--- config.mk ---
export PLATFORM = sky130hd
export DESIGN_NAME = boss_sequencer
export DESIGN_NICKNAME = d
export VERILOG_FILES = /design/src/rtl/boss_pkg.sv /design/src/rtl/boss_sequencer.sv
export SDC_FILE = /design/constraint.sdc
export NUM_CORES = 1
export LEC_CHECK = 0
export BUFFER_PORTS_ARGS = -buffer_cell sky130_fd_sc_hd__buf_2
export CAP_MARGIN = 20
export CORE_MARGIN = 2
export CORE_UTILIZATION = 45
export CTS_BUF_LIST = sky130_fd_sc_hd__clkbuf_4 sky130_fd_sc_hd__clkbuf_8
export DETAILED_ROUTE_END_ITERATION = 10
export PLACE_DENSITY = 0.63
export SYNTH_ARGS = -nofsm -noshare
export SYNTH_HDL_FRONTEND = slang
export SYNTH_SLANG_ARGS = --single-unit
--- constraint.sdc ---
create_clock -name clock -period 3.18 [get_ports clock]
set_clock_uncertainty 0.2 [all_clocks]
set_input_delay 0.159 -clock clock [delete_from_list [all_inputs] [get_ports clock]]
set_output_delay 0.159 -clock clock [all_outputs]
set_load 0.1 [all_outputs]
--- src/rtl/boss_pkg.sv ---
// Shared state encoding and default tuning constants for the boss encounter.
package boss_pkg;

  typedef enum logic [2:0] {
    ST_IDLE   = 3'd0,
    ST_ENTER  = 3'd1,
    ST_ATTACK = 3'd2,
    ST_DYING  = 3'd3,
    ST_DONE   = 3'd4
  } boss_state_e;

  localparam int unsigned BOSS_HEALTH_INIT  = 32'd8;
  localparam int unsigned BOSS_ENTRY_Y      = 32'd560;
  localparam int unsigned BOSS_OFFSCREEN_Y  = 32'd1024;
  localparam int unsigned BOSS_X_MAX        = 32'd1020;
  localparam int unsigned BOSS_SPEED_X      = 32'd8;
  localparam int unsigned BOSS_SPEED_Y      = 32'd4;
  localparam int unsigned BOSS_FLASH_FRAMES = 32'd16;

endpackage

--- src/rtl/boss_sequencer.sv ---
// Boss fight sequencer: drives the boss sprite position, animation, health and
// hit-flash once per video frame, with start/hit pulses latched between frames.
module boss_sequencer
  import boss_pkg::*;
#(
  parameter int unsigned HEALTH_INIT  = BOSS_HEALTH_INIT,
  parameter int unsigned ENTRY_Y      = BOSS_ENTRY_Y,
  parameter int unsigned OFFSCREEN_Y  = BOSS_OFFSCREEN_Y,
  parameter int unsigned X_MAX        = BOSS_X_MAX,
  parameter int unsigned SPEED_X      = BOSS_SPEED_X,
  parameter int unsigned SPEED_Y      = BOSS_SPEED_Y,
  parameter int unsigned FLASH_FRAMES = BOSS_FLASH_FRAMES
) (
  input  logic        clock,
  input  logic        reset,
  input  logic        frame_tick,
  input  logic        start,
  input  logic        hit,
  output logic [11:0] boss_base_x,
  output logic [10:0] boss_base_y,
  output logic        boss_enable,
  output logic        boss_flash,
  output logic [1:0]  boss_frame,
  output logic [3:0]  boss_health,
  output logic        boss_defeated
);

  localparam int unsigned FLASH_W = $clog2(FLASH_FRAMES + 32'd1);
  localparam logic [11:0] X_START = 12'((X_MAX / 32'd2) / SPEED_X * SPEED_X);

  boss_state_e        state_r, state_n;
  logic [11:0]        base_x_r, base_x_n;
  logic [10:0]        base_y_r, base_y_n;
  logic               dir_left_r, dir_left_n;
  logic [FLASH_W-1:0] flash_cnt_r, flash_cnt_n;
  logic [2:0]         frame_cnt_r, frame_cnt_n;
  logic [1:0]         anim_r, anim_n;
  logic [3:0]         health_r, health_n;
  logic               start_pend_r, start_pend_n;
  logic               hit_pend_r, hit_pend_n;
  logic               enable_r, enable_n;
  logic               flash_r, flash_n;
  logic               defeated_r, defeated_n;

  logic               start_now_s;
  logic               hit_now_s;
  logic [12:0]        x_fwd_s;
  logic [11:0]        y_up_s;

  // A pulse arriving on the tick cycle itself still belongs to this frame.
  assign start_now_s = start_pend_r | start;
  assign hit_now_s   = hit_pend_r | hit;
  assign x_fwd_s     = {1'b0, base_x_r} + 13'(SPEED_X);
  assign y_up_s      = {1'b0, base_y_r} + 12'(SPEED_Y);

  // State register.
  always_ff @(posedge clock or posedge reset) begin
    if (reset) begin
      state_r <= ST_IDLE;
    end else begin
      state_r <= state_n;
    end
  end

  // Datapath and output registers.
  always_ff @(posedge clock or posedge reset) begin
    if (reset) begin
      base_x_r     <= 12'd0;
      base_y_r     <= 11'(OFFSCREEN_Y);
      dir_left_r   <= 1'b0;
      flash_cnt_r  <= '0;
      frame_cnt_r  <= 3'd0;
      anim_r       <= 2'd0;
      health_r     <= 4'(HEALTH_INIT);
      start_pend_r <= 1'b0;
      hit_pend_r   <= 1'b0;
      enable_r     <= 1'b0;
      flash_r      <= 1'b0;
      defeated_r   <= 1'b0;
    end else begin
      base_x_r     <= base_x_n;
      base_y_r     <= base_y_n;
      dir_left_r   <= dir_left_n;
      flash_cnt_r  <= flash_cnt_n;
      frame_cnt_r  <= frame_cnt_n;
      anim_r       <= anim_n;
      health_r     <= health_n;
      start_pend_r <= start_pend_n;
      hit_pend_r   <= hit_pend_n;
      enable_r     <= enable_n;
      flash_r      <= flash_n;
      defeated_r   <= defeated_n;
    end
  end

  // Next-state and per-frame update; nothing but the pending flags moves off-tick.
  always_comb begin
    state_n      = state_r;
    base_x_n     = base_x_r;
    base_y_n     = base_y_r;
    dir_left_n   = dir_left_r;
    flash_cnt_n  = flash_cnt_r;
    frame_cnt_n  = frame_cnt_r;
    anim_n       = anim_r;
    health_n     = health_r;
    start_pend_n = start_pend_r;
    hit_pend_n   = hit_pend_r;

    if (frame_tick) begin
      start_pend_n = 1'b0;
      hit_pend_n   = 1'b0;
      if (flash_cnt_r != '0) begin
        flash_cnt_n = flash_cnt_r - FLASH_W'(1);
      end else begin
        flash_cnt_n = flash_cnt_r;
      end

      case (state_r)
        ST_IDLE: begin
          if (start_now_s) begin
            state_n  = ST_ENTER;
            base_x_n = X_START;
            health_n = 4'(HEALTH_INIT);
          end else begin
            state_n = ST_IDLE;
          end
        end
        ST_ENTER: begin
          if ({1'b0, base_y_r} <= 12'(ENTRY_Y + SPEED_Y)) begin
            base_y_n = 11'(ENTRY_Y);
            state_n  = ST_ATTACK;
          end else begin
            base_y_n = base_y_r - 11'(SPEED_Y);
          end
        end
        ST_ATTACK: begin
          frame_cnt_n = frame_cnt_r + 3'd1;
          if (frame_cnt_r == 3'd7) begin
            anim_n = anim_r + 2'd1;
          end else begin
            anim_n = anim_r;
          end
          if (hit_now_s && (flash_cnt_r == '0) && (health_r == 4'd1)) begin
            // Killing blow: freeze horizontally and start sinking.
            health_n    = 4'd0;
            flash_cnt_n = '0;
            state_n     = ST_DYING;
          end else begin
            if (hit_now_s && (flash_cnt_r == '0)) begin
              health_n    = health_r - 4'd1;
              flash_cnt_n = FLASH_W'(FLASH_FRAMES);
            end else begin
              health_n = health_r;
            end
            if (!dir_left_r) begin
              if (x_fwd_s > 13'(X_MAX)) begin
                base_x_n   = 12'(X_MAX);
                dir_left_n = 1'b1;
              end else begin
                base_x_n = x_fwd_s[11:0];
              end
            end else begin
              if (base_x_r < 12'(SPEED_X)) begin
                base_x_n   = 12'd0;
                dir_left_n = 1'b0;
              end else begin
                base_x_n = base_x_r - 12'(SPEED_X);
              end
            end
          end
        end
        ST_DYING: begin
          if (y_up_s >= 12'(OFFSCREEN_Y)) begin
            base_y_n = 11'(OFFSCREEN_Y);
            state_n  = ST_DONE;
          end else begin
            base_y_n = y_up_s[10:0];
          end
        end
        ST_DONE: begin
          state_n = ST_DONE;
        end
        default: begin
          state_n = ST_IDLE;
        end
      endcase
    end else begin
      start_pend_n = start_now_s;
      hit_pend_n   = hit_now_s;
    end

    enable_n   = (state_n == ST_ENTER) || (state_n == ST_ATTACK) || (state_n == ST_DYING);
    flash_n    = (flash_cnt_n != '0);
    defeated_n = (state_n == ST_DONE);
  end

  assign boss_base_x   = base_x_r;
  assign boss_base_y   = base_y_r;
  assign boss_enable   = enable_r;
  assign boss_flash    = flash_r;
  assign boss_frame    = anim_r;
  assign boss_health   = health_r;
  assign boss_defeated = defeated_r;

endmodule

==> results_dict.tcl, run 1 <==
set metrics [dict create \
    root_buffer "clkbuf_8" \
    critPathKind "reg2reg" \
    numCtsBuffers 5 \
    post_cts_buffers 0 \
    synth_edf_count 0 \
    syn2layout_area_growth_pct 8.42 \
    insertion_delay_ns 0.30 \
    worst-path-max-fanout 8 \
    drt_wl_total_mm 6.57 \
    drv_slew 0 \
    ir_worst_vdd_mv 0.870 \
    drive_gt1_frac 0.179 \
    synth_mux_area_frac 0.00671 \
    first_iter_violations 110 \
    fin_tns_setup_ns 0 \
    dr.pass1.iters 4 \
    antenna_left 0 \
    grt_use_met3 0.0311 \
    synth-xor-area-share 0.0293 \
    grtUsageMet2 0.300 \
    grtUsageMet1 0.278 \
    cp.depth 7 \
    cp_num_buf_inv 1 \
    cts_buffer_depth 2 \
    diodes 0 \
    vias_per_cell 6.06 \
    timing.final.crit_share 0.819 \
    drc 0 \
    die_w_um 85.5 \
    worst_slew_pin_slew_ns 0.582 \
    ys_seq_area_frac 0.353 \
    regToRegSetupSlack_ns 0.58 \
    cts.sinks 42 \
    avgSynthCellArea_um2 9.07 \
    arrival_ns 2.55 \
    crit_start "flash_cnt_r[0]" \
    pin_count 37 \
    coreArea_um2 6390 \
    avgRoutedWirePerCell_um 15.3 \
    die_area_um2 7300 \
    rsz0062_at_grt "no" \
    min_period_ns 2.60 \
    r2r-end "boss_base_x[8]" \
    clkSlewWorstSetupHoldPaths_ns 0.08 \
    cts_tree "yes" \
    status "finished clean" \
    ys_seq_elements 42 \
    synth_top_family_by_area "compound AO/OA/AOI/OAI gates" \
    cts_hold_buf 3 \
    final_cell_area_um2 3240 \
    worstSetupEndpointType "flop" \
    die_h_um 85.5 \
    syn_area_um2 2990 \
    path_delay_family "simple AND/OR/NAND/NOR gates" \
    hold_path.class "in2reg" \
    cts_resized 0 \
    io_buffers 32 \
    timing.critical_path.cells "inv_1 -> ha_1 -> or4b_1 -> nor4_1 -> nor2_1 -> a21oi_1 -> a32oi_1" \
    antenna_found_initial 0 \
    via_count 2601 \
    synthSimpleGateAreaFrac 0.231 \
    h-tree-depth 2 \
    grt_overflow 0 \
    start_util 0.467 \
    place_hpwl_mm 4.69 \
    postPlaceCellArea_um2 3090 \
    r2r_cells 7 \
    rows 29 \
    fin_nets 368 \
    powerDensity_nw_per_um2 1060 \
    timing.fmax_mhz 384 \
    yosysWarnings 0 \
    grt_max_degree 43 \
    cp.required_ns 3.13 \
    synth_flop_cell "dfrtp_1" \
    worst_hold_slack_ns 0.00994 \
    r2r_start "flash_cnt_r[0]" \
    busiest_layer "met2" \
    grt_use_total 0.193 \
    cp-endpoint "boss_base_x[8]" \
    synthesis.instances 329 \
    first_global_vias 2346 \
    synthArstFlopShare 1.00 \
    yosysUniqueCellTypes 80 \
    place_congestion 0.830 \
    start_kind "flop" \
    power_leakage_nw 1.36 \
    setup_violations 0 \
    cp_slowest_cell "or4b_1" \
    grt_pass1_wl_mm 11.5 \
    final-hold-violation-count 0 \
    cp_slowest_stage_delay_ns 0.61 \
    max_cap_viol_count 0 \
    maxSlewHeadroom 0.610 \
    synth_compound_area_frac 0.252 \
    synthAdderAreaFrac 0.0503 \
]
==> through the flow <==
step | power (mW) | worst slack, ns | instances | util
floorplan | 2.70 | 0.136 | 332 | -
global placement | 2.98 | 0.597 | 418 | 0.484
detailed placement | 3.00 | 0.575 | 418 | 0.484
CTS | 3.44 | 0.546 | 429 | 0.507
global route | 3.66 | 0.406 | 429 | 0.507
finish | 3.43 | 0.576 | 429 | 0.507
==> logic make-up (layout without fill, tap and decap cells) <==
kind of cell | Yosys count | after routing
flops | 42 | 42
buf+inv | 40 | 60
mux | 2 | 2
simple gates | 125 | 125
xor+xnor | 10 | 10
compound gates | 97 | 97
fa+ha+maj | 12 | 12
other cells | 1 | 4
==> cell usage after synthesis (3+ instances only) <==
cell type | count | area [um^2]
nor3_2 | 3 | 30.0
nand2_1 | 34 | 128
a221o_1 | 4 | 40.0
buf_6 | 6 | 67.6
nor2_1 | 25 | 93.8
a32oi_1 | 4 | 35.0
nor4_1 | 6 | 37.5
a311oi_1 | 3 | 26.3
o21a_1 | 3 | 22.5
nand3_1 | 13 | 65.1
buf_2 | 3 | 15.0
xnor2_1 | 8 | 70.1
o211ai_1 | 6 | 45.0
o31ai_1 | 4 | 30.0
or4b_1 | 3 | 30.0
nor3_1 | 5 | 25.0
inv_1 | 16 | 60.1
o31a_1 | 3 | 26.3
nand4_1 | 3 | 18.8
ha_1 | 12 | 150
or3_1 | 5 | 31.3
clkbuf_1 | 9 | 33.8
a21oi_1 | 8 | 40.0
buf_4 | 5 | 37.5
o21ai_0 | 8 | 40.0
o21ai_1 | 13 | 65.1
or4_1 | 3 | 22.5
dfrtp_1 | 40 | 1000
a31oi_1 | 6 | 37.5
a22o_1 | 3 | 26.3
==> where the power goes <==
| group | switching (mW) | total (mW) | leakage [nW] | internal, mW |
|---|---|---|---|---|
| combinational | 1.46 | 1.99 | 0.797 | 0.532 |
| clock | 0.191 | 0.434 | 0.0548 | 0.243 |
| sequential | 0.299 | 1.00 | 0.504 | 0.705 |
| total | 1.95 | 3.43 | 1.36 | 1.48 |
==> per-layer routing <==
layer  wire length, um  share of wire
met5                 0              0
met4                55         0.0084
met3               339          0.052
met2              3040           0.46
met1              3140           0.48
==> cells in the final DEF, fill, tap and decap left out, types with 3 or more instances in the layout <==
cell type | netlist | routed
inv_1 | 16 | 15
o21ai_1 | 13 | 13
o21a_1 | 3 | 3
or4b_1 | 3 | 3
xnor2_1 | 8 | 8
a31oi_1 | 6 | 6
clkbuf_8 | 1 | 5
a32oi_1 | 4 | 4
nand4_1 | 3 | 3
dlygate4sd3_1 | 0 | 3
or4_1 | 3 | 3
o21ai_0 | 8 | 8
nor3_1 | 5 | 5
dfrtp_1 | 40 | 40
a22o_1 | 3 | 3
o31a_1 | 3 | 3
o31ai_1 | 4 | 4
or3_1 | 5 | 5
nor4_1 | 6 | 6
buf_2 | 3 | 32
conb_1 | 1 | 4
nand3_1 | 13 | 13
a311oi_1 | 3 | 3
o211ai_1 | 6 | 6
a21oi_1 | 8 | 8
nand2_1 | 34 | 34
nor3_2 | 3 | 3
nor2_1 | 25 | 25
ha_1 | 12 | 12
a221o_1 | 4 | 4
==> cell type report <==
type,count,area (um^2)
clock buffers,6,76.3
clock inverters,2,37.5
fillers,591,3150
inverters,16,60.1
multi-input cells,250,1720
flip-flops and latches,42,1050
well taps,77,96.3
repair buffers,36,198
==> flip-flops by register name, indices dropped and copies added, names as in the netlist, 2 cells and up <==
name         count
boss_health      4
state_r          3
boss_base_y      9
boss_base_x     10
frame_cnt_r      3
flash_cnt_r      5
boss_frame       2
==> worst min-delay path by stage <==
| stage | from | endpoint | slack, ns | cells after the start |
|---|---|---|---|---|
| finish | frame_tick | hit_pend_r | 0.01 | 2 |
| global route | frame_tick | start_pend_r | 0.03 | 2 |
| CTS | frame_tick | hit_pend_r | 0.002 | 2 |
| detailed placement | reset | boss_base_x[10] | 0.12 | 3 |
| global placement | reset | boss_base_x[10] | 0.12 | 3 |
| floorplan | start | start_pend_r | 0.1 | 2 |
(Power assumes the default switching activity.)
==> run 2: changes to the inputs <==
--- a/config.mk
+++ b/config.mk
@@ -11,7 +11,7 @@
 export CORE_UTILIZATION = 45
 export CTS_BUF_LIST = sky130_fd_sc_hd__clkbuf_4 sky130_fd_sc_hd__clkbuf_8
 export DETAILED_ROUTE_END_ITERATION = 10
-export PLACE_DENSITY = 0.63
+export PLACE_DENSITY = 0.66
 export SYNTH_ARGS = -nofsm -noshare
 export SYNTH_HDL_FRONTEND = slang
 export SYNTH_SLANG_ARGS = --single-unit
==> constraint.sdc (replaced) <==
create_clock -name clock -period 2.1 [get_ports clock]
set_clock_uncertainty 0.2 [all_clocks]
set_input_delay 0.105 -clock clock [delete_from_list [all_inputs] [get_ports clock]]
set_output_delay 0.105 -clock clock [all_outputs]
set_load 0.1 [all_outputs]
==> run 2 against run 1 <==
The run now ends with negative setup slack left. First-iteration DRC count up 14%. Final cell count grew 20%. Register-to-register slack got worse by 0.75 ns. Critical endpoint is now boss_base_y[7]. Highest routed layer unchanged.
==> results_dict.tcl, run 2 (synthesis gave the netlist of run 1 again) <==
set metrics [dict create \
    powerDensity_nw_per_um2 1510 \
    largest_reg_flops 10 \
    numCtsBuffers 5 \
    coreArea_um2 6390 \
    syn2layout_area_growth_pct 43.6 \
    worst-path-max-fanout 3 \
    place_hpwl_mm 6.06 \
    start_util 0.467 \
    fillers 510 \
    grt_overflow 0 \
    grt_use_total 0.234 \
    final_util 0.671 \
    start_kind "flop" \
    drv_slew 0 \
    drt_wl_total_mm 8.36 \
    layout_common_cells "70 x buf_4, 32 x nand2_1, 32 x buf_2" \
    first_global_vias 2834 \
    power_mw 6.46 \
    h-tree-depth 2 \
    violations "negative setup slack" \
    timing.final.crit_share 1.08 \
    layout_commonest_cell "buf_4" \
    seqCellArea_um2 1110 \
    final-hold-violation-count 0 \
    clkSlewWorstSetupHoldPaths_ns 0.09 \
    die_h_um 85.5 \
    status "complete, but fails checks" \
    cp_slowest_stage_delay_ns 0.52 \
    dr.pass1.iters 4 \
    arrival_ns 2.27 \
    cp.required_ns 2.10 \
    cts_tree "yes" \
    grt_pass1_wl_mm 13.8 \
    postPlaceCellArea_um2 3850 \
    final_cell_area_um2 4290 \
    grt_max_degree 27 \
    rsz0062_at_grt "yes" \
    timing.fmax_mhz 440 \
    cts.sinks 42 \
    fin_nets 453 \
    worst_slew_pin_slew_ns 0.806 \
    critPathKind "reg2reg" \
    power_leakage_nw 1.80 \
    pin_count 37 \
    place_congestion 0.839 \
    antenna_left 0 \
    avgRoutedWirePerCell_um 16.3 \
    setup_violations 22 \
    io_buffers 32 \
    hold_path.class "in2reg" \
    max_cap_viol_count 0 \
    min_period_ns 2.27 \
    rows 29 \
    via_count 2965 \
    cp_slowest_cell "or4_4" \
    drive_gt1_frac 0.490 \
    finalWorstSetupSlack_ns -0.174 \
    worstSetupEndpointType "flop" \
    vias_per_cell 5.77 \
    die_area_um2 7300 \
    timing.critical_path.cells "or4_4 -> a41oi_4 -> buf_6 -> nor3_4 -> a221o_1 -> a22o_1" \
    insertion_delay_ns 0.30 \
    drc 0 \
    cts_buffer_depth 2 \
    multi_input_area_um2 2030 \
    place_ws_ns -0.199 \
    maxSlewHeadroom 0.461 \
    antenna_found_initial 0 \
    diodes 0 \
    first_iter_violations 125 \
    root_buffer "clkbuf_8" \
    ir_worst_vdd_mv 1.34 \
    die_w_um 85.5 \
]
run 2: final cells by class:
cell class | instances | area share
Multi-Input combinational cell | 251 | 0.474
Timing Repair Buffer | 120 | 0.208
Sequential cell | 42 | 0.259
Tap cell | 77 | 0.0225
Clock inverter | 3 | 0.00554
Inverter | 16 | 0.0146
Clock buffer | 5 | 0.0160
run 2: metal layers:
| layer | track usage | share of wire |
|---|---|---|
| met5 | 0 | 0 |
| met4 | 0.0664 | 0.019 |
| met3 | 0.0331 | 0.037 |
| met2 | 0.394 | 0.50 |
| met1 | 0.315 | 0.44 |
run 2: metrics by stage:
stage,std cells,setup TNS (ns),hold WS (ns)
finish,514,-1.68,0.0475
detailed placement,489,-2.87,-0.0534
global route,514,-3.51,0.0835
CTS,508,-1.33,0.0443
global placement,489,-2.09,-0.0649
floorplan,332,-4.30,0.0454
run 2: power by group:
part           total [mW]  leakage [nW]  switching, mW  internal (mW)
combinational        4.47          1.28           2.83           1.63
sequential           1.44         0.481          0.296           1.14
clock               0.558        0.0408          0.320          0.238
run 2: worst paths after layout:
check	end	cells past startpoint	slack [ns]	startpoint
worst min-delay path	state_r[0]	4	0.05	frame_tick
worst max register to register	boss_base_y[7]	6	-0.17	boss_base_y[6]
worst max-delay path	boss_base_y[7]	6	-0.17	boss_base_y[6]
min in group asynchronous	boss_frame[0]	3	0.16	reset
worst min register to register	boss_frame[1]	1	0.27	boss_frame[1]
max in group asynchronous	boss_base_y[10]	4	0.96	reset
run 2: what timing repair did:
action	in CTS	in global routing
setup buffers	6	7
pin swaps	17	21
hold buffers	5	0
gates cloned	1	0
endpoints found under the hold margin	43	0
gates resized for setup	23	25
setup endpoints to repair	25	30
run 2: critical path, delay by kind of cell, from the launching register on:
| family | cells | cell delay, ns |
|---|---|---|
| and+or+nand+nor | 2 | 0.56 |
| AOI/OAI and AO/OA | 3 | 0.80 |
| buffers and inverters | 1 | 0.13 |
| DFF | 1 | 0.49 |
